==> src/rtl/fifo_rr_drain_arbiter.sv <==
// Round-robin drain arbiter for a bank of first-word-fall-through FIFOs.
// One queue can hold the grant for up to BURST consecutive words. Words are
// forwarded onto a single registered valid/ready stream.
module fifo_rr_drain_arbiter #(
    parameter int unsigned DATA_W = 8,
    parameter int unsigned NUM_Q  = 4,
    parameter int unsigned BURST  = 4
) (
    input  logic                      clk,
    input  logic                      rstn,
    input  logic [NUM_Q-1:0]          i_empty,
    output logic [NUM_Q-1:0]          o_rden,
    input  logic [NUM_Q*DATA_W-1:0]   i_rddata,
    output logic                      o_valid,
    output logic [DATA_W-1:0]         o_data,
    output logic [$clog2(NUM_Q)-1:0]  o_qid,
    input  logic                      i_ready,
    output logic                      o_busy
);

    localparam int unsigned QID_W = $clog2(NUM_Q);
    localparam int unsigned CNT_W = $clog2(BURST + 1);

    typedef enum logic {
        IDLE = 1'b0,
        LOCK = 1'b1
    } state_t;

    state_t             state;
    state_t             next_state;
    logic [QID_W-1:0]   owner;
    logic [QID_W-1:0]   owner_next;
    logic [CNT_W-1:0]   burst_cnt;
    logic [CNT_W-1:0]   cnt_next;
    logic [CNT_W-1:0]   cnt_inc;
    logic [QID_W-1:0]   scan_k;
    logic               scan_hit;
    logic [QID_W-1:0]   sel_k;
    logic               hold_owner;
    logic               any_ne;
    logic               pop;
    logic [DATA_W-1:0]  head_data;

    // First non-empty queue scanning owner+1, owner+2, ... wrapping; owner is checked last
    always_comb begin : scan_p
        logic [QID_W-1:0] idx;
        idx      = '0;
        scan_k   = '0;
        scan_hit = 1'b0;
        for (int unsigned i = 1; i <= NUM_Q; i++) begin
            idx = QID_W'((32'(owner) + i) % NUM_Q);
            if (!scan_hit && !i_empty[idx]) begin
                scan_hit = 1'b1;
                scan_k   = idx;
            end
        end
    end

    // Grant selection and pop decision
    always_comb begin
        any_ne     = |(~i_empty);
        pop        = (!o_valid || i_ready) && any_ne;
        hold_owner = (state == LOCK) && !i_empty[owner] && (burst_cnt < CNT_W'(BURST));
        sel_k      = hold_owner ? owner : scan_k;
        cnt_inc    = burst_cnt + CNT_W'(1);
    end

    // Head word of the selected queue
    always_comb begin
        head_data = '0;
        for (int unsigned k = 0; k < NUM_Q; k++) begin
            if (sel_k == QID_W'(k)) begin
                head_data = i_rddata[k*DATA_W +: DATA_W];
            end
        end
    end

    // FSM state register with owner and burst budget
    always_ff @(posedge clk or negedge rstn) begin
        if (!rstn) begin
            state     <= IDLE;
            owner     <= QID_W'(NUM_Q - 1);
            burst_cnt <= '0;
            o_busy    <= 1'b0;
        end else begin
            state     <= next_state;
            owner     <= owner_next;
            burst_cnt <= cnt_next;
            o_busy    <= (next_state == LOCK);
        end
    end

    // Next-state logic: burst hold, lock exit and rotation
    always_comb begin
        next_state = state;
        owner_next = owner;
        cnt_next   = burst_cnt;
        case (state)
            IDLE: begin
                if (pop) begin
                    owner_next = sel_k;
                    cnt_next   = CNT_W'(1);
                    next_state = (BURST > 1) ? LOCK : IDLE;
                end
            end
            LOCK: begin
                if (hold_owner) begin
                    if (pop) begin
                        cnt_next = cnt_inc;
                        if (cnt_inc == CNT_W'(BURST)) begin
                            next_state = IDLE;
                        end
                    end
                end else if (pop) begin
                    owner_next = sel_k;
                    cnt_next   = CNT_W'(1);
                end else begin
                    next_state = IDLE;
                end
            end
            default: next_state = IDLE;
        endcase
    end

    // Read enable toward the FIFO bank; forced low while in reset
    always_comb begin
        o_rden = '0;
        if (rstn && pop) begin
            o_rden[sel_k] = 1'b1;
        end
    end

    // Output register: capture on pop, drop valid once the word is taken
    always_ff @(posedge clk or negedge rstn) begin
        if (!rstn) begin
            o_valid <= 1'b0;
            o_data  <= '0;
            o_qid   <= '0;
        end else if (pop) begin
            o_valid <= 1'b1;
            o_data  <= head_data;
            o_qid   <= sel_k;
        end else if (o_valid && i_ready) begin
            o_valid <= 1'b0;
        end
    end

endmodule
==> config.mk <==
export PLATFORM = sky130hd
export DESIGN_NAME = fifo_rr_drain_arbiter
export DESIGN_NICKNAME = d
export VERILOG_FILES = /design/src/rtl/fifo_rr_drain_arbiter.sv
export SDC_FILE = /design/constraint.sdc
export NUM_CORES = 1
export LEC_CHECK = 0
export BUFFER_PORTS_ARGS = -buffer_cell sky130_fd_sc_hd__buf_4
export CAP_MARGIN = 20
export CORE_MARGIN = 3
export CORE_UTILIZATION = 40
export DETAILED_ROUTE_END_ITERATION = 16
export PLACE_DENSITY = 0.76
export SETUP_SLACK_MARGIN = 0.5
export SLEW_MARGIN = 20
export SYNTH_ARGS = -nofsm -noshare
export SYNTH_HDL_FRONTEND = slang
export SYNTH_SLANG_ARGS = --single-unit
==> constraint.sdc <==
create_clock -name clk -period 2.9 [get_ports clk]
set_input_delay 0.435 -clock clk [delete_from_list [all_inputs] [get_ports clk]]
set_output_delay 0.435 -clock clk [all_outputs]
set_load 0.02 [all_outputs]
==> impl_metrics.ini, run 1 <==
[placed_design]
pre_cts_slack_ns = 0.617
hpwl_um = 2220
numPortBuffers = 54
place_congestion = 0.875

[detailed_routing]
drt_pass_1_iters = 4
vias_after_detailed_routing = 1102
detailedRoute.firstIterationViolations = 51
routed_wl_um = 2950
drc = 0
post_detailed_route_via_to_cell_ratio = 5.51
detail_route.wl_per_cell_um = 14.8
route.antenna.remaining_nets = 0

[timing]
slew_headroom = 0.685
final.setup.worst_slack_ns = 0.360
worstMarginPinSlew_ns = 0.471
timing.clock.skew_ns = 0.00286
hold_viol_final = 0
unrepaired_setup_endpoints_after_global_routing = true
setup_total_negative_slack_ns = 0
layout_worst_path_cycle_share = 0.876
setup-violations-final = 0
max_freq_mhz = 394
final.min_clock_period_ns = 2.54
timing.final.max_slew_violations = 0

[setup_path]
crit_slowest_cell = sky130_fd_sc_hd__dfstp_2
worstPathCellList = mux2_4, o22ai_2, or3_4, nand2_1, nor2_1, buf_4
critical_path.startpoint_type = flop
worst-r2r-setup-slack_ns = 0.69
r2r-end = o_data[7]$_DFFE_PN0P_
worst-setup-path-type = flop to output port
crit-reg2reg-launch = owner[0]$_DFFE_PN1P_
critical_path.top_delay_family = flip-flops
critical_path.n_buffers_inverters = 1
cp_max_fo = 6
crit_required_ns = 2.47
cp_data_arrival_time_ns = 2.10
setup.worst_path.end_class = output port
crit_start = owner[0]$_DFFE_PN1P_
crit_path_max_incr_delay_ns = 0.61
timing.reg2reg.worst_path_depth = 6

[power_and_ir_drop]
leakagePower_nw = 0.801
ir_drop_mv = 0.608
cellPowerDensity_nw_per_um2 = 925

[yosys]
synth_flop_cell = sky130_fd_sc_hd__dfrtp_1
synth.net_count = 155
post_synth_inst_count = 114
largest_area_contributor_in_the_synthesized_netlist = sky130_fd_sc_hd__dfrtp_1
synth-seq-cells = 17
synth_seq_area_share = 0.377
synth_top_area_cells = sky130_fd_sc_hd__dfrtp_1 33%, sky130_fd_sc_hd__mux2i_1 14%, sky130_fd_sc_hd__o221ai_1 6.2%, sky130_fd_sc_hd__nand2_1 5.6%, sky130_fd_sc_hd__dfstp_2 4.6%
synth.cell_area_um2 = 1130
synth-warning-count = 0
library_cells_used_by_synthesis = 38
syn_avg_cell_area_um2 = 9.94
edff_count_synth = 0
fraction_of_post_synthesis_cell_area_in_the_top_cell_type_by_area = 0.331
asyncSetResetFlopFracSynth = 1.00

[clock_network]
htree_num_levels = 1
cts.root.buffer_cell = sky130_fd_sc_hd__clkbuf_4
tritoncts.num_buffers = 3
worst_skew_pair.late_latency_ns = 0.28
cts_tree = built
clk_pin_slew_ns = 0.10
cts_sinks = 17
clock_tree.buffer_depth = 2

[outcome]
status = finished clean

[die]
start_util = 0.438
coreArea_um2 = 2590
pin_count = 55
die_x_um = 59.2
num_rows = 18
floorplan.die_area_um2 = 3510
die_height_um = 59.2

[final_layout]
area.growth.synth_to_final_pct = 44.8
fill_cells = 209
final_net_count = 212
antenna_cells_inserted = 0
multi_input_gate_area_um2 = 699
ff_latch_area_um2 = 428
post_route_cells_drive_above_1_share = 0.447

[global_route]
grt_pass1_wl_um = 4620
overflow = 0
first_global_vias = 1082
grt_start_max_net_pins = 20
number_of_antenna_violations_at_the_first_check_in_global_routing = 0
gr-usage-all-layers = 0.168

[run]
maxCapViolCount = 0

[hold_path]
timing.hold.worst.class = input port to asynchronous set/reset pin
[cell usage after synthesis (all sizes together), types with 3 or more instances]
cell / n
mux2: 3
nor2: 6
a21oi: 3
nor2b: 3
dfrtp: 15
nand2: 17
o21ai: 3
mux2i: 16
o221ai: 8
nand2b: 4
buf: 5
[worst max path at each step]
stage           endpoint  slack [ns]  cells past startpoint
5_1_grt        o_rden[2]        0.29                      6
3_5_place_dp   o_rden[1]        0.62                      6
2_1_floorplan  o_rden[3]        0.50                      7
4_1_cts        o_rden[1]        0.38                      6
3_3_place_gp   o_rden[3]        0.65                      6
6_report       o_rden[2]        0.36                      6
[placed cells by master, fill, tap and decap left out, types with 2 or more instances in the layout]
cell	count
sky130_fd_sc_hd__nand2b_1	4
sky130_fd_sc_hd__nand3b_1	2
sky130_fd_sc_hd__buf_4	58
sky130_fd_sc_hd__mux2i_1	16
sky130_fd_sc_hd__o221ai_1	8
sky130_fd_sc_hd__clkbuf_4	3
sky130_fd_sc_hd__dfstp_2	2
sky130_fd_sc_hd__nor2b_1	3
sky130_fd_sc_hd__o21bai_1	2
sky130_fd_sc_hd__nand2_1	17
sky130_fd_sc_hd__mux2_4	2
sky130_fd_sc_hd__dfrtp_1	15
sky130_fd_sc_hd__ha_1	2
sky130_fd_sc_hd__a22o_1	2
sky130_fd_sc_hd__nor2_1	6
sky130_fd_sc_hd__a21oi_2	2
sky130_fd_sc_hd__o21ai_0	3
[registers in the layout (all words and copies together) (netlist names)]
register,cells
owner,2
o_data,8
state,1
burst_cnt,3
o_qid,2
o_valid,1
[routing by layer]
metal	wire, um	GRT usage
met5	0	0
met4	12	0.0485
met3	263	0.0414
met2	1480	0.296
met1	1190	0.199
[final cells by class]
type | count | area share
multi-input combinational | 89 | 0.426
timing repair buffer | 59 | 0.272
sequential | 17 | 0.261
tap | 30 | 0.0229
clock buffer | 4 | 0.0160
inverter | 1 | 0.00229
[kinds of logic after synthesis]
group / count (synthesis) / share of synthesized area
compound gates: 29 / 0.206
mux: 19 / 0.178
simple gates: 39 / 0.171
flops: 17 / 0.377
buf+inv: 8 / 0.0453
fa+ha+maj: 2 / 0.0221
[report_power, final]
group / internal, mW / switching [mW] / total [mW]
Combinational: 0.463 / 0.492 / 0.954
Clock: 0.0533 / 0.0706 / 0.124
Sequential: 0.350 / 0.0905 / 0.440
[stage by stage]
step / hold WS, ns / power, mW / instance area [um^2] / utilization / cells
6_report: 0.00961 / 1.52 / 1640 / 0.634 / 200
5_1_grt: 0.0103 / 1.62 / 1640 / 0.634 / 200
4_1_cts: 0.00816 / 1.50 / 1620 / 0.625 / 198
3_5_place_dp: 0.320 / 1.30 / 1540 / 0.595 / 192
3_3_place_gp: 0.317 / 1.28 / 1540 / 0.595 / 192
2_1_floorplan: 0.139 / 1.06 / 1140 / - / 114
[repair_timing]
item                                    in CTS  in global routing
pin swaps                                    1                  2
hold buffers                                 0                  0
resized for setup                            6                  2
endpoints found under the setup margin       4                  4
buffers inserted                             2                  2
(Power assumes the default switching activity.)
==> run 2: changes to the inputs <==
--- a/config.mk
+++ b/config.mk
@@ -8,9 +8,10 @@
 export BUFFER_PORTS_ARGS = -buffer_cell sky130_fd_sc_hd__buf_4
 export CAP_MARGIN = 20
 export CORE_MARGIN = 3
-export CORE_UTILIZATION = 40
+export CORE_UTILIZATION = 45
 export DETAILED_ROUTE_END_ITERATION = 16
-export PLACE_DENSITY = 0.76
+export PLACE_DENSITY = 0.83
+export RECOVER_POWER = 50
 export SETUP_SLACK_MARGIN = 0.5
 export SLEW_MARGIN = 20
 export SYNTH_ARGS = -nofsm -noshare
==> constraint.sdc (replaced) <==
create_clock -name clk -period 2.4 [get_ports clk]
set_input_delay 0.36 -clock clk [delete_from_list [all_inputs] [get_ports clk]]
set_output_delay 0.36 -clock clk [all_outputs]
set_load 0.02 [all_outputs]
==> impl_metrics.ini, run 2 (synthesized netlist as in run 1, its figures left out) <==
[outcome]
status = finished, violations left
failing_checks = negative setup slack

[die]
coreArea_um2 = 2300
floorplan.die_area_um2 = 3160
num_rows = 17
die_x_um = 56.2
start_util = 0.493
die_height_um = 56.2
pin_count = 55

[timing]
setup-violations-final = 3
final.min_clock_period_ns = 2.45
final.setup.worst_slack_ns = -0.0537
hold_viol_final = 0
setup_total_negative_slack_ns = -0.0985
slew_headroom = 0.525
max_freq_mhz = 408
worstMarginPinSlew_ns = 0.711
timing.clock.skew_ns = 0.00435
timing.final.max_slew_violations = 0
unrepaired_setup_endpoints_after_global_routing = true
layout_worst_path_cycle_share = 1.02

[setup_path]
crit_slowest_cell = sky130_fd_sc_hd__dfstp_2
setup.worst_path.end_class = output port
cp_data_arrival_time_ns = 2.09
crit_required_ns = 2.04
worst-setup-path-type = flop to output port
worstPathCellList = mux2_4, a211oi_4, a31oi_4, nand3b_1, a21oi_4, buf_6
cp_max_fo = 4
critical_path.startpoint_type = flop
crit_path_max_incr_delay_ns = 0.60

[final_layout]
most-common-layout-cells = 45 x sky130_fd_sc_hd__buf_4, 16 x sky130_fd_sc_hd__nand2_1, 16 x sky130_fd_sc_hd__mux2i_1
final_common_cell = sky130_fd_sc_hd__buf_4
post_route_cells_drive_above_1_share = 0.429
area.growth.synth_to_final_pct = 55.0
final_net_count = 219
fin_area_um2 = 1760
fill_cells = 164
top_register = o_data
largest_register_ff_count = 8
biggestRegsByFlops = o_data x8, burst_cnt x3
antenna_cells_inserted = 0

[global_route]
grt_start_max_net_pins = 16
gr-usage-all-layers = 0.209
global_route.usage.met2 = 0.374
global_route.usage.met3 = 0.0302
grt_util_met1 = 0.261
number_of_antenna_violations_at_the_first_check_in_global_routing = 0
overflow = 0
grt_pass1_wl_um = 5310
grt_busiest_layer = met2
first_global_vias = 1158

[clock_network]
cts.root.buffer_cell = sky130_fd_sc_hd__clkbuf_4
worst_skew_pair.late_latency_ns = 0.29
htree_num_levels = 1
clk_pin_slew_ns = 0.11
cts_sinks = 17
cts_tree = built
clock_tree.buffer_depth = 2
tritoncts.num_buffers = 3

[detailed_routing]
route.antenna.remaining_nets = 0
vias_after_detailed_routing = 1146
routed_wl_um = 3520
detailedRoute.firstIterationViolations = 53
detail_route.wl_per_cell_um = 17.2
drc = 0
drt_pass_1_iters = 4
post_detailed_route_via_to_cell_ratio = 5.59

[run]
maxCapViolCount = 0

[power_and_ir_drop]
ir_drop_mv = 0.756
total_power_mw = 2.07
leakagePower_nw = 0.806
cellPowerDensity_nw_per_um2 = 1180

[placed_design]
hpwl_um = 2490
placement.cell_area_um2 = 1620
numPortBuffers = 54
place_congestion = 0.791

[hold_path]
timing.hold.worst.class = input port to asynchronous set/reset pin
[run 2: cell types whose count changed in the layout (fill, tap and decap cells not counted), sizes merged]
cell         delta
a21o            +1
buf             -7
clkbuf         +12
dlygate4sd3     +1
[run 2: final cells by class]
class                      instances  area, um^2  area share
sequential                        17         428       0.244
timing repair buffer              65         484       0.276
clock buffer                       4        26.3      0.0150
inverter                           1        3.75     0.00214
multi-input combinational         90         779       0.444
tap                               28        35.0      0.0199
[run 2: power by group]
group          total [mW]  internal (mW)  leakage (nW)  switching (mW)
clock network       0.157         0.0645        0.0150          0.0925
registers           0.515          0.422         0.201          0.0930
logic                1.40          0.657         0.590           0.743
total                2.07           1.14         0.806           0.928
[run 2: routing by layer]
layer	wire, um	vias to the layer above
met3	162	4
li1	-	551
met4	24	0
met1	1500	547
met5	0	-
met2	1840	44
[run 2: path summary, 6_finish.rpt]
| check | start | endpoint | depth (start not counted) | slack [ns] |
|---|---|---|---|---|
| max in group asynchronous | rstn | o_qid[1]$_DFFE_PN0P_ | 2 | 1.23 |
| worst min-delay path | rstn | owner[0]$_DFFE_PN1P_ | 1 | 0.04 |
| min in group clk | i_ready | o_valid$_DFFE_PN0P_ | 3 | 0.36 |
| worst min register to register | o_qid[1]$_DFFE_PN0P_ | o_qid[1]$_DFFE_PN0P_ | 2 | 0.50 |
| worst max-delay path | owner[0]$_DFFE_PN1P_ | o_rden[3] | 6 | -0.05 |
| worst max register to register | owner[0]$_DFFE_PN1P_ | o_data[3]$_DFFE_PN0P_ | 8 | 0.18 |
[run 2: stage by stage]
step           hold WS (ns)  utilization  std cells  worst slack [ns]
4_1_cts              0.0451        0.760        203           -0.0780
3_3_place_gp          0.247        0.705        193             0.163
5_1_grt              0.0412        0.765        205            -0.125
3_5_place_dp          0.254        0.705        193            0.0841
2_1_floorplan        0.0644            -        114             0.225
6_report             0.0425        0.765        205           -0.0537
[run 2: what timing repair did]
item / 4_1_cts / 5_1_grt
gates resized for setup: 14 / 8
setup buffers: 5 / 1
cloned: 0 / 1
endpoints found under the hold margin: 15 / 0
setup endpoints to repair: 16 / 16
hold buffers: 1 / 0
pin swaps: 7 / 5
[run 2: critical path, delay by kind of cell (launching register included)]
kind / cells / cell delay (ns)
simple gates: 1 / 0.28
flops: 1 / 0.60
compound gates: 3 / 0.44
buf+inv: 1 / 0.13
mux: 1 / 0.36
==> run 3: changes to the inputs <==
--- a/config.mk
+++ b/config.mk
@@ -6,11 +6,10 @@
 export NUM_CORES = 1
 export LEC_CHECK = 0
 export BUFFER_PORTS_ARGS = -buffer_cell sky130_fd_sc_hd__buf_4
-export CAP_MARGIN = 20
 export CORE_MARGIN = 3
-export CORE_UTILIZATION = 45
+export CORE_UTILIZATION = 41
 export DETAILED_ROUTE_END_ITERATION = 16
-export PLACE_DENSITY = 0.83
+export PLACE_DENSITY = 0.8
 export RECOVER_POWER = 50
 export SETUP_SLACK_MARGIN = 0.5
 export SLEW_MARGIN = 20
==> constraint.sdc (replaced) <==
create_clock -name clk -period 2.2 [get_ports clk]
set_input_delay 0.33 -clock clk [delete_from_list [all_inputs] [get_ports clk]]
set_output_delay 0.33 -clock clk [all_outputs]
set_load 0.02 [all_outputs]
==> impl_metrics.ini, run 3 (synthesized netlist as in run 1, its figures left out) <==
[run]
maxCapViolCount = 0

[setup_path]
crit_start = owner[0]$_DFFE_PN1P_
worst-r2r-setup-slack_ns = 0.04
worst-setup-path-type = flop to output port
r2r-end = o_data[4]$_DFFE_PN0P_
timing.reg2reg.worst_path_depth = 7
crit-reg2reg-launch = owner[0]$_DFFE_PN1P_
critical_path.startpoint_type = flop
endpoint = o_rden[3]
crit_required_ns = 1.87
cp_max_fo = 4
setup.worst_path.end_class = output port
cp_data_arrival_time_ns = 2.17

[timing]
final.setup.worst_slack_ns = -0.299
final.min_clock_period_ns = 2.50
timing.clock.skew_ns = 0.00565
max_freq_mhz = 400
slew_headroom = 0.497
hold_viol_final = 0
timing.final.max_slew_violations = 0
unrepaired_setup_endpoints_after_global_routing = true
layout_worst_path_cycle_share = 1.14
setup-violations-final = 4
worstMarginPinSlew_ns = 0.752
timing.hold.ws_ns = 0.321

[clock_network]
clock_tree.buffer_depth = 2
worst_skew_pair.late_latency_ns = 0.30
tritoncts.num_buffers = 3
cts_sinks = 17
cts_tree = built
cts.root.buffer_cell = sky130_fd_sc_hd__clkbuf_4
clk_pin_slew_ns = 0.11
htree_num_levels = 1

[die]
num_rows = 18
start_util = 0.445
die_height_um = 58.6
pin_count = 55
floorplan.die_area_um2 = 3430
die_x_um = 58.6
coreArea_um2 = 2540

[detailed_routing]
drc = 0
detailedRoute.firstIterationViolations = 32
route.met2.wl_um = 1990
wl_met1_um = 1420
drt_pass_1_iters = 4
vias_after_detailed_routing = 1204
routed.top_layer = met4
wl_met3_um = 154
route.antenna.remaining_nets = 0
post_detailed_route_via_to_cell_ratio = 5.73
detail_route.wl_per_cell_um = 17.3
routed_wl_um = 3640

[power_and_ir_drop]
ir_drop_mv = 0.972
cellPowerDensity_nw_per_um2 = 1290
power.combinational.fraction = 0.682
power.share.clock = 0.075
sequentialPowerShare = 0.244
swShare = 0.430
leakagePower_nw = 0.850
power.net_switching_mw = 1.01
power_report.internal_total_mw = 1.33

[global_route]
gr-usage-all-layers = 0.218
grt_start_max_net_pins = 19
overflow = 0
number_of_antenna_violations_at_the_first_check_in_global_routing = 0
first_global_vias = 1206
grt_pass1_wl_um = 5620

[outcome]
status = finished, violations left
failing_checks = negative setup slack

[placed_design]
numPortBuffers = 54
place_congestion = 0.925
hpwl_um = 2550
dpl.cell_count = 197

[final_layout]
multi_input_gate_area_um2 = 767
final_common_cell = sky130_fd_sc_hd__buf_4
final_design_utilization = 0.714
most-common-layout-cells = 55 x sky130_fd_sc_hd__buf_4, 17 x sky130_fd_sc_hd__nand2_1, 15 x sky130_fd_sc_hd__dfrtp_1
ff_latch_area_um2 = 428
area.growth.synth_to_final_pct = 60.3
largest_register_ff_count = 8
biggestRegsByFlops = o_data x8, burst_cnt x3
final_net_count = 222
top_register = o_data
fill_cells = 178
post_route_cells_drive_above_1_share = 0.500
layoutNonFillerInstCount = 210
antenna_cells_inserted = 0

[hold_path]
whs_path_depth = 3
timing.hold.worst.class = input port to flop
==> run 3: cell count changes in the layout (fill, tap and decap cells not counted), moves of 2 or more <==
| cell | delta |
|---|---|
| sky130_fd_sc_hd__a21o_4 | -2 |
| sky130_fd_sc_hd__buf_4 | +10 |
| sky130_fd_sc_hd__clkbuf_1 | -8 |
| sky130_fd_sc_hd__mux2i_1 | -3 |
| sky130_fd_sc_hd__mux2i_2 | +3 |
==> run 3: worst min-delay path by stage <==
stage,slack (ns),start,endpoint
CTS,0.32,i_ready,o_valid$_DFFE_PN0P_
floorplan,0.03,rstn,burst_cnt[0]$_DFFE_PN0P_
global route,0.32,i_ready,o_valid$_DFFE_PN0P_
detailed placement,0.22,rstn,state$_DFF_PN0_
finish,0.32,i_ready,o_valid$_DFFE_PN0P_
global placement,0.22,rstn,burst_cnt[0]$_DFFE_PN0P_
==> run 3: power by group through the flow <==
stage                     Clock, mW  Sequential, mW  Combinational [mW]
after global routing          0.194           0.592                1.70
after floorplan                   0           0.653               0.840
after CTS                     0.179           0.566                1.44
after global placement            0           0.561                1.26
final                         0.175           0.570                1.60
after detailed placement          0           0.569                1.30
==> run 3: layout make-up <==
class | count | share of cell area
clock buffers | 3 | 0.0124
clock inverters | 1 | 0.00275
inverters | 1 | 0.00207
multi-input cells | 89 | 0.422
flip-flops and latches | 17 | 0.236
well taps | 30 | 0.0207
repair buffers | 69 | 0.304
==> run 3: what timing repair did <==
action                                 CTS  global route
setup buffers                            4             2
cloned                                   0             1
setup endpoints to repair               17            20
pin swaps                                2             1
gates resized for setup                 11            10
endpoints found under the hold margin   15             0
hold buffers                             2             0
==> run 3: worst max-delay path, cell delays in order, from the launching register on <==
cell and delay, ns:
sky130_fd_sc_hd__dfstp_2 0.59, sky130_fd_sc_hd__mux2_4 0.34, sky130_fd_sc_hd__a211oi_4 0.21, sky130_fd_sc_hd__a31oi_4 0.07, sky130_fd_sc_hd__nand3b_1 0.32, sky130_fd_sc_hd__a21oi_4 0.20
sky130_fd_sc_hd__buf_6 0.13
==> run 3: per-stage QoR <==
step                      setup TNS, ns  cell area (um^2)  setup slack (ns)  power [mW]
after floorplan                       0              1200            0.0547        1.49
after global placement                0              1640            0.0371        1.82
after detailed placement         -0.223              1640           -0.0476        1.87
after CTS                        -0.977              1760            -0.290        2.18
after global routing              -1.60              1820            -0.359        2.48
final                             -1.04              1820            -0.299        2.34
==> run 3: metal layers <==
layer | vias to the layer above | GRT usage
li1 | 557 | -
met1 | 593 | 0.252
met2 | 47 | 0.392
met3 | 7 | 0.0395
met4 | 0 | 0.0939
met5 | - | 0
